--- src/rtl/contadores_pkg.sv ---
// Shared constants and state encoding for the counter readout initiator.
package contadores_pkg;

  typedef logic [1:0] state_t;

  localparam state_t S_WAIT = 2'd0;
  localparam state_t S_REQ  = 2'd1;
  localparam state_t S_GAP  = 2'd2;
  localparam state_t S_DONE = 2'd3;

  localparam int NUM_CNT_DEF = 5;
  localparam int DATA_W_DEF  = 5;
  localparam int TOUT_DEF    = 15;
  localparam int IDX_W       = 3;
  localparam int TOT_W       = 8;

endpackage

--- src/rtl/lector_timeout.sv ---
// Loadable down-counter watchdog; expire fires in the enabled cycle that would
// take the count from 1 to 0, so a load of N allows exactly N enabled cycles.
module lector_timeout #(
  parameter int W = 4
) (
  input  logic         CLK,
  input  logic         reset,
  input  logic         load,
  input  logic         en,
  input  logic [W-1:0] load_val,
  output logic         expire
);

  logic [W-1:0] cnt;

  always_ff @(posedge CLK or negedge reset) begin
    if (!reset) begin
      cnt <= '0;
    end else if (load) begin
      cnt <= load_val;
    end else if (en && (cnt != '0)) begin
      cnt <= cnt - W'(1);
    end
  end

  assign expire = en && !load && (cnt == W'(1));

endmodule

--- src/rtl/contadores_lector.sv ---
// Readout initiator sweeping the pop-counter block and summing the counts.
// Optional macro CONTADORES_LECTOR_CLR_EN adds a clr pulse alongside done.
//
//   state  | meaning
//   S_WAIT | idle, waiting for start while IDLE is high
//   S_REQ  | req high for the current idx, waiting for valid or timeout
//   S_GAP  | one req-low cycle between indices
//   S_DONE | publish total, strobe done
module contadores_lector
  import contadores_pkg::*;
#(
  parameter int NUM_CNT = NUM_CNT_DEF,
  parameter int DATA_W  = DATA_W_DEF,
  parameter int TOUT    = TOUT_DEF
) (
  input  logic              CLK,
  input  logic              reset,
  input  logic              IDLE,
  input  logic              start,
  input  logic [DATA_W-1:0] data,
  input  logic              valid,
  output logic              req,
  output logic [IDX_W-1:0]  idx,
  output logic [DATA_W-1:0] rd_data,
  output logic [IDX_W-1:0]  rd_idx,
  output logic              rd_valid,
  output logic [TOT_W-1:0]  total,
  output logic              busy,
  output logic              done,
  output logic              tout_err
`ifdef CONTADORES_LECTOR_CLR_EN
  ,
  output logic              clr
`endif
);

  localparam int TW = $clog2(TOUT + 1);
  localparam logic [IDX_W-1:0] LAST_IDX = IDX_W'(NUM_CNT - 1);

  if (NUM_CNT < 1 || NUM_CNT > 8) begin : g_bad_num_cnt
    $error("contadores_lector: NUM_CNT must be in 1..8");
  end
  if (TOUT < 1) begin : g_bad_tout
    $error("contadores_lector: TOUT must be at least 1");
  end

  state_t            state;
  logic [TOT_W-1:0]  acc;
  logic              tmr_load;
  logic              tmr_en;
  logic              tmr_expire;

  // Timer reloads in every non-request cycle, so each S_REQ entry starts fresh.
  assign tmr_load = (state != S_REQ);
  assign tmr_en   = (state == S_REQ) && !valid;

  lector_timeout #(.W(TW)) u_timeout (
    .CLK      (CLK),
    .reset    (reset),
    .load     (tmr_load),
    .en       (tmr_en),
    .load_val (TW'(TOUT)),
    .expire   (tmr_expire)
  );

  assign req = (state == S_REQ);

  always_ff @(posedge CLK or negedge reset) begin
    if (!reset) begin
      state    <= S_WAIT;
      idx      <= '0;
      rd_data  <= '0;
      rd_idx   <= '0;
      rd_valid <= 1'b0;
      total    <= '0;
      busy     <= 1'b0;
      done     <= 1'b0;
      tout_err <= 1'b0;
      acc      <= '0;
`ifdef CONTADORES_LECTOR_CLR_EN
      clr      <= 1'b0;
`endif
    end else begin
      rd_valid <= 1'b0;
      done     <= 1'b0;
`ifdef CONTADORES_LECTOR_CLR_EN
      clr      <= 1'b0;
`endif
      case (state)
        S_WAIT: begin
          if (start && IDLE) begin
            state    <= S_REQ;
            idx      <= '0;
            busy     <= 1'b1;
            tout_err <= 1'b0;
            acc      <= '0;
          end
        end
        S_REQ: begin
          // valid takes priority over a same-cycle timer expiry
          if (valid) begin
            rd_data  <= data;
            rd_idx   <= idx;
            rd_valid <= 1'b1;
            acc      <= acc + TOT_W'(data);
            state    <= S_GAP;
          end else if (tmr_expire) begin
            tout_err <= 1'b1;
            busy     <= 1'b0;
            state    <= S_WAIT;
          end
        end
        S_GAP: begin
          if (idx == LAST_IDX) begin
            state <= S_DONE;
          end else begin
            idx   <= idx + IDX_W'(1);
            state <= S_REQ;
          end
        end
        S_DONE: begin
          total <= acc;
          done  <= 1'b1;
          busy  <= 1'b0;
`ifdef CONTADORES_LECTOR_CLR_EN
          clr   <= 1'b1;
`endif
          state <= S_WAIT;
        end
        default: state <= S_WAIT;
      endcase
    end
  end

endmodule

--- config.mk ---
export PLATFORM = sky130hd
export DESIGN_NAME = contadores_lector
export DESIGN_NICKNAME = d
export VERILOG_FILES = /design/src/rtl/contadores_pkg.sv /design/src/rtl/lector_timeout.sv /design/src/rtl/contadores_lector.sv
export SDC_FILE = /design/constraint.sdc
export NUM_CORES = 1
export LEC_CHECK = 0
export ABC_AREA = 1
export CELL_PAD_IN_SITES_DETAIL_PLACEMENT = 1
export CELL_PAD_IN_SITES_GLOBAL_PLACEMENT = 2
export CORE_UTILIZATION = 33
export DETAILED_ROUTE_END_ITERATION = 12
export GPL_ROUTABILITY_DRIVEN = 1
export PLACE_DENSITY = 0.92
export SYNTH_ARGS = -nofsm -noshare
export SYNTH_HDL_FRONTEND = slang
export SYNTH_SLANG_ARGS = --single-unit
--- constraint.sdc ---
create_clock -name CLK -period 3.76 [get_ports CLK]
set_input_delay 0.94 -clock CLK [delete_from_list [all_inputs] [get_ports CLK]]
set_output_delay 0.94 -clock CLK [all_outputs]
set_load 0.02 [all_outputs]
### After elaboration in Yosys (flattened, before gate mapping)

Cells that the tools add are included.
W data, S select, Z words.

* reductions and logical operators: 19
* add/subtract/negate cells: 3
* mux-type cells: 24
* equality and inequality tests: 12

Operator list (count)
* $mux W8: 2
* $pmux W8 S2: 1
* $mux W1: 9
* $add A8 B5 Y8: 1
* $mux W2: 4
* $mux W4: 2
* $ne A2 B2 Y1 const B: 4
* $pmux W2 S4: 1
* $reduce_and A4 Y1: 2
* $mux W3: 2
* $pmux W3 S2: 1
* $reduce_and A3 Y1: 2
* $reduce_bool A2 Y1: 3
* $logic_and A1 B1 Y1: 5
* $eq A2 B2 Y1 const B: 2
* $eq A4 B1 Y1 const B: 1
* $ne A2 B1 Y1 const B: 2
* $reduce_and A2 Y1: 2
* $reduce_bool A4 Y1: 1
* $sub A4 B1 Y4 const B: 1
* $add A3 B1 Y3 const B: 1
* $eq A3 B3 Y1 const B: 1
* $ne A3 B2 Y1 const B: 1
* $pmux W1 S3: 1
* other kinds (5): 6

* input bits: 10
* bits in registers: 37

### Logic depth before layout (Yosys ltp)

Gate-level depths: netlist of the first run.

* depth in word-level cells: 7
* mapped depth: 9
* mapped depth without buffers: 9

### Modules after synthesis

From an unflattened synthesis of the first run, not the netlist that was laid out.

* cells, all modules: 227
* area total of the unflattened synthesis: 1876.8 µm²

By module, submodules not included
* contadores_lector: instances 1, cells each 183, area each 1575.3 µm², sequential area each 825.8 µm²
* lector_timeout: instances 1, cells each 44, area each 301.5 µm², sequential area each 100.1 µm²

### Least setup slack after synthesis of the first run

Ideal clock, no wire load.

* path kind: input to register
* from: in data[0]
* to: reg acc[6]
* path slack: 1649 ps
* stages on the path: 8
* library setup time: 119 ps
* buffers on the path: 0
* required time: 3641 ps
* data arrival time: 1992 ps
* cell sequence: ha_1 fa_1 nand2_1 nand2_1 nand3_1 nand2_1 a21oi_1 nor2_1

* longest elaborated chain between the ends: 3

Ends and longest elaborated chain
* start, declared: RTL line contadores_lector.sv:20 `input logic [DATA_W-1:0] data,`
* $add A8 B5 Y8: RTL line contadores_lector.sv:105 `acc <= acc + TOT_W'(data);`
* $mux W8: RTL line contadores_lector.sv:101 `if (valid) begin`
* $pmux W8 S2: RTL line contadores_lector.sv:89 `case (state)`
* end signal, assigned: RTL line contadores_lector.sv:105
* end, declared: RTL line contadores_lector.sv:48 `logic [TOT_W-1:0] acc;`

No other way between the ends. The select of a mux whose other input is x is not followed.
A chain may end at the register's enable or synchronous reset.

### Final worst setup path of the first run

* from: reg state[0]
* to: out req

* longest elaborated chain between the ends: 1

Ends and longest elaborated chain
* start, declared: RTL line contadores_lector.sv:47 `state_t state;`
* start signal, assigned: RTL line contadores_lector.sv:70 `state <= S_WAIT;`
* start signal, assigned: RTL line contadores_lector.sv:92 `state <= S_REQ;`
* start signal, assigned: RTL line contadores_lector.sv:106 `state <= S_GAP;`
* $eq A2 B1 Y1: RTL line contadores_lector.sv:66 `assign req = (state == S_REQ);`
* end, declared: RTL line contadores_lector.sv:22 `output logic req,`

No other way between the ends.

==> results of run 1 <==
-- through the flow --
step	power [mW]	cells
after floorplan	1.09	209
after global placement	1.36	309
after detailed placement	1.40	309
after CTS	1.82	317
after global routing	1.93	317
final	1.79	317
-- routing by layer --
metal / part of all wire [%] / track usage [%]
met1: 47 / 21.1
met2: 50 / 27.6
met3: 2.6 / 3.95
met4: 0.81 / 5.77
met5: 0 / 0
-- power by group through the flow --
stage               logic (mW)  registers [mW]  clock network, mW
finish                   0.749           0.630              0.407
global route             0.838           0.651              0.437
CTS                      0.764           0.632              0.419
detailed placement       0.758           0.639                  0
global placement         0.731           0.632                  0
floorplan                0.390           0.705                  0
-- cells in the mapped netlist --
library cell / number / area (um2)
nand2_1: 67 / 251
dfrtp_1: 37 / 926
inv_1: 22 / 82.6
o21ai_0: 18 / 90.1
nand3_1: 12 / 60.1
a21oi_1: 10 / 50.1
nor2_1: 10 / 37.5
ha_1: 9 / 113
nand2_2: 3 / 18.8
buf_2: 2 / 10.0
inv_2: 2 / 7.51
nand2_4: 2 / 22.5
nor2_2: 2 / 12.5
nor2_4: 2 / 22.5
xor2_1: 2 / 17.5
a21boi_0: 1 / 7.51
buf_6: 1 / 11.3
fa_1: 1 / 20.0
nand3_2: 1 / 10.0
nand3_4: 1 / 17.5
nor3_1: 1 / 5.00
o211ai_1: 1 / 7.51
o22ai_1: 1 / 6.26
o31ai_1: 1 / 7.51
-- final timing paths --
kind	endpoint	startpoint	slack, ps	depth (start not counted)
hold / removal	busy	busy	470	2
hold reg to reg	busy	busy	470	2
setup reg to reg	acc[6]	acc[0]	1990	8
setup / recovery	req	state[0]	980	3
min in group asynchronous	u_timeout.cnt[3]	reset	760	1
max in group asynchronous	idx[0]	reset	2470	1
-- state kept, by name (all words and copies together), names as in the netlist --
signal	cells
rd_valid	1
u_timeout.cnt	4
idx	3
busy	1
rd_idx	3
tout_err	1
acc	8
done	1
total	8
state	2
rd_data	5
-- tightest hold or removal path: stages (launching register included) --
cell and delay, ps:
dfrtp_1 350, nand2_1 50, nand2_1 50
-- area by class of cell --
type	count	area share, %
timing repair buffer	33	13.9
multi-input combinational	145	33.2
tap	70	3.74
clock buffer	5	2.94
clock inverter	3	2.78
sequential	37	39.6
inverter	24	3.85
-- cells by family after synthesis --
family                   share of synthesized area, %
AO/OA/AOI/OAI                                    9.31
XOR/XNOR                                        0.966
adder cells (fa/ha/maj)                          7.31
buffers and inverters                            6.14
flip-flops                                       51.0
AND/OR/NAND/NOR                                  25.2
==> results.toml, run 1 <==
[floorplanning]
die_w_um = 76.1
fp.dieArea_mm2 = 0.00580
die_y_um = 76.1
rows = 26
ioPinCount = 34
initial_core_util_pct = 34.9
core-area_mm2 = 0.00520

[global_routing]
grt_remaining_overflow = 0
grt_use_total_pct = 16.6
grt_pass1_vias = 1550
grt_max_degree = 38
grt_pass1_wl_um = 7530
grt_antenna_before_repair = 0

[pwr]
switching_power_uw = 693
power.density_mw_per_mm2 = 763
power.static_leakage_nw = 1.16
swShare_pct = 38.8
power_frac_clock_pct = 22.8
ir_drop_v = 0.000262
p_comb_share_pct = 41.9
seq_power_share_pct = 35.3
p_int_mw = 1.09

[hold_path]
worstHoldPathType = "flip-flop to flip-flop"

[synthesis]
syn-cell-area_mm2 = 0.00181
syn_nets = 229
yosys_warnings = 0
synth_seq_cells = 37
yosysUniqueCellTypes = 24
ys_seq_area_share_pct = 51.0
synth_cells = 209
avgSynthCellArea_um2 = 8.68

[cts]
ctsHtreeMaxLevel = 2
post_cts_buffers = 0
cts_resized = 0
numCtsBuffers = 5
cts.clk_slew.worst_paths_ps = 70
root_buffer = "clkbuf_8"
insertion_delay_ps = 290
ctsHoldBuffers = 0
clock_path_buffers = 2
cts.sinks = 37
tritoncts = "built"

[worst_setup_path]
cpMaxStageDelayCell = "clkdlybuf4s50_1"
crit_type = "flip-flop to primary output"
critPathLaunchType = "flip-flop"
arrival_ps = 1840
cpLargestDelayFamily = "buffers and inverters"
cp_num_buf_inv = 2
cp_cell_sequence = "nand2_4, inv_1, clkdlybuf4s50_1"
critPathMaxFanout = 8
max_stage_delay_ps = 640
critPathRequiredTime_ps = 2820
cp-end-kind = "primary output"

[place]
place_congestion = 0.792
dpl_cell_area_mm2 = 0.00221
io_buffer_count = 33
dpl_worst_slack_ps = 974
place_hpwl_um = 3060

[cells_and_area]
final-seq-area_um2 = 926
layout_common_cells = "67 x nand2_1, 37 x dfrtp_1, 32 x clkdlybuf4s50_1"
fillCellCount = 634
multiInputGateArea_um2 = 777
area_delta_synth_final_pct = 29.0
layout_commonest_cell = "nand2_1"
post-route-util_pct = 45.0
insertedDiodeCount = 0
drive_gt1_share_pct = 8.91
nets = 266
design_area_mm2 = 0.00234

[sta]
layout_setup_ws_ps = 976
tns_ps = 0
fin_skew_ps = 6.47
min_period_ps = 2780
slew_headroom_pct = 43.5
drv_slew = 0
grt_setup_unrepaired = "false"
worstMarginPinSlew_ps = 847
layout_worst_path_cycle_share_pct = 74.0
holdWs_ps = 473
setup_viol = 0
fmax_mhz = 359
hold_viol = 0

[drt]
drtPass1Iterations = 4
totalWireLength_um = 4200
drtAntennaViolNets = 0
via_per_inst = 4.67
drt_iter0_drc = 49
drc = 0
vias = 1479
route.detailed.wl_per_inst_um = 13.2

[outcome]
outcome = "completed"

[run]
cap_violations = 0
(Power assumes the default switching activity.)
==> run 2, diff against run 1 <==
--- a/config.mk
+++ b/config.mk
@@ -8,10 +8,10 @@
 export ABC_AREA = 1
 export CELL_PAD_IN_SITES_DETAIL_PLACEMENT = 1
 export CELL_PAD_IN_SITES_GLOBAL_PLACEMENT = 2
-export CORE_UTILIZATION = 33
+export CORE_UTILIZATION = 28
 export DETAILED_ROUTE_END_ITERATION = 12
 export GPL_ROUTABILITY_DRIVEN = 1
-export PLACE_DENSITY = 0.92
+export PLACE_DENSITY = 0.84
 export SYNTH_ARGS = -nofsm -noshare
 export SYNTH_HDL_FRONTEND = slang
 export SYNTH_SLANG_ARGS = --single-unit
==> constraint.sdc (replaced) <==
create_clock -name CLK -period 2.55 [get_ports CLK]
set_input_delay 0.6375 -clock CLK [delete_from_list [all_inputs] [get_ports CLK]]
set_output_delay 0.6375 -clock CLK [all_outputs]
set_load 0.02 [all_outputs]
==> run 2 against run 1 <==
Net effect:
- clock-buffer cell count is 1 higher
- critical path type unchanged
- global-route usage is 1.9 points lower
- highest routed layer unchanged
- hold slack worse by 25 ps
- setup slack worse by 790 ps
- first-iteration DRC count is 2.0% lower
- largest cell class unchanged
- sequential cell count stayed put
- sequential share of layout area is 0.65 points higher
- design area is 1.6% lower
- die area is 17% higher
- clock power hardly changed
- register-to-register slack worse by 1100 ps
- wire length is 0.38% lower
==> results.toml, run 2 (same netlist as run 1, synthesis figures left out) <==
[worst_setup_path]
r2r-end = "acc[6]"
cp_num_buf_inv = 2
critPathMaxFanout = 8
reg2regPathDepth = 8
cpLargestDelayFamily = "buffers and inverters"
cp_cell_sequence = "nand2_4, inv_1, clkdlybuf4s50_1"
r2r_slack_ps = 880
critPathRequiredTime_ps = 1910
critPathLaunchType = "flip-flop"
crit_type = "flip-flop to primary output"
cpMaxStageDelayCell = "dfrtp_1"
max_stage_delay_ps = 600
arrival_ps = 1720
r2r_start = "acc[0]"
cp-end-kind = "primary output"

[place]
place_hpwl_um = 3030
place_inst = 315
dpl_cell_area_mm2 = 0.00222
io_buffer_count = 33
place_congestion = 0.747

[cts]
ctsHtreeMaxLevel = 2
cts_resized = 0
post_cts_buffers = 0
root_buffer = "clkbuf_8"
cts.sinks = 37
cts.clk_slew.worst_paths_ps = 70
tritoncts = "built"
insertion_delay_ps = 290
numCtsBuffers = 5
ctsHoldBuffers = 0
clock_path_buffers = 2

[cells_and_area]
biggestRegsByFlops = "acc (8), total (8), rd_data (5)"
layout_common_cells = "67 x nand2_1, 37 x dfrtp_1, 32 x clkdlybuf4s50_1"
multiInputGateArea_um2 = 777
final-seq-area_um2 = 926
fillCellCount = 723
design_area_mm2 = 0.00230
drive_gt1_share_pct = 8.87
area_delta_synth_final_pct = 26.9
insertedDiodeCount = 0
layout_commonest_cell = "nand2_1"
final_cells = 323
nets = 267
post-route-util_pct = 37.8

[floorplanning]
ioPinCount = 34
core-area_mm2 = 0.00610
initial_core_util_pct = 29.8
fp.dieArea_mm2 = 0.00681
rows = 28
die_w_um = 82.5
die_y_um = 82.5

[global_routing]
grt_pass1_wl_um = 7400
grt_antenna_before_repair = 0
grt_use_total_pct = 14.7
grt_pass1_vias = 1563
grt_max_degree = 38
grt_remaining_overflow = 0

[sta]
setup_viol = 0
slew_headroom_pct = 44.2
worstMarginPinSlew_ps = 836
min_period_ps = 2360
fin_skew_ps = 5.36
layout_worst_path_cycle_share_pct = 92.5
grt_setup_unrepaired = "false"
tns_ps = 0
drv_slew = 0
holdWs_ps = 449
hold_viol = 0
fmax_mhz = 424

[pwr]
swShare_pct = 41.7
seq_power_share_pct = 38.0
power.density_mw_per_mm2 = 1060
p_int_mw = 1.42
switching_power_mw = 1.02
power_frac_clock_pct = 16.7
power.static_leakage_nw = 1.14
ir_drop_v = 0.000366
p_comb_share_pct = 45.3

[drt]
vias = 1478
totalWireLength_um = 4180
drc = 0
via_per_inst = 4.58
drt_iter0_drc = 48
drtAntennaViolNets = 0
drtPass1Iterations = 4
route.detailed.wl_per_inst_um = 13.0

[run]
cap_violations = 0

[hold_path]
worstHoldPathType = "primary input to async pin"

[outcome]
outcome = "completed"
[run 2: cell count changes in the layout (fill, tap and decap cells not counted), sizes merged]
| cell | before | now |
|---|---|---|
| clkinv | 1 | 2 |
| buf | 1 | 2 |
| clkbuf | 5 | 6 |
| bufinv | 2 | 0 |
[run 2: metrics by stage]
| stage | power (mW) | setup slack [ps] |
|---|---|---|
| finish | 2.44 | 190 |
| global placement | 2.03 | 179 |
| detailed placement | 2.06 | 160 |
| floorplan | 1.61 | 742 |
| global route | 2.66 | 129 |
| CTS | 2.48 | 183 |
[run 2: final cells by class]
type,count,share of cell area [%]
inverter,24,3.91
clock buffer,6,3.15
clock inverter,2,0.435
timing repair buffer,34,14.5
multi-input combinational,145,33.7
tap,75,4.08
sequential,37,40.2
[run 2: metal layers]
metal | global-route usage [%] | wire length [um] | vias up
met1 | 19.7 | 2140 | 709
met5 | 0 | 0 | -
met4 | 6.38 | 82 | 0
met3 | 3.19 | 124 | 7
met2 | 22.6 | 1840 | 25
li1 | - | - | 737
[run 2: worst max path at each step]
stage	startpoint	endpoint	slack, ps	cells past startpoint
after detailed placement	data[0]	acc[6]	160	9
after floorplan	data[0]	acc[6]	740	8
after global placement	data[0]	acc[6]	180	9
after CTS	state[0]	req	180	3
final	state[0]	req	190	3
after global routing	state[0]	req	130	3
[run 2: power by group through the flow]
stage	Clock [mW]	Combinational [mW]	Sequential, mW
floorplan	0	0.575	1.04
global placement	0	1.10	0.931
detailed placement	0	1.13	0.939
CTS	0.421	1.13	0.930
global route	0.447	1.26	0.959
finish	0.408	1.11	0.926
==> run 3, diff against run 2 <==
--- a/config.mk
+++ b/config.mk
@@ -15,3 +15,4 @@
 export SYNTH_ARGS = -nofsm -noshare
 export SYNTH_HDL_FRONTEND = slang
 export SYNTH_SLANG_ARGS = --single-unit
+export TNS_END_PERCENT = 50
==> results of run 3 <==
Final layout, timing and power as in run 2 (identical DEF).
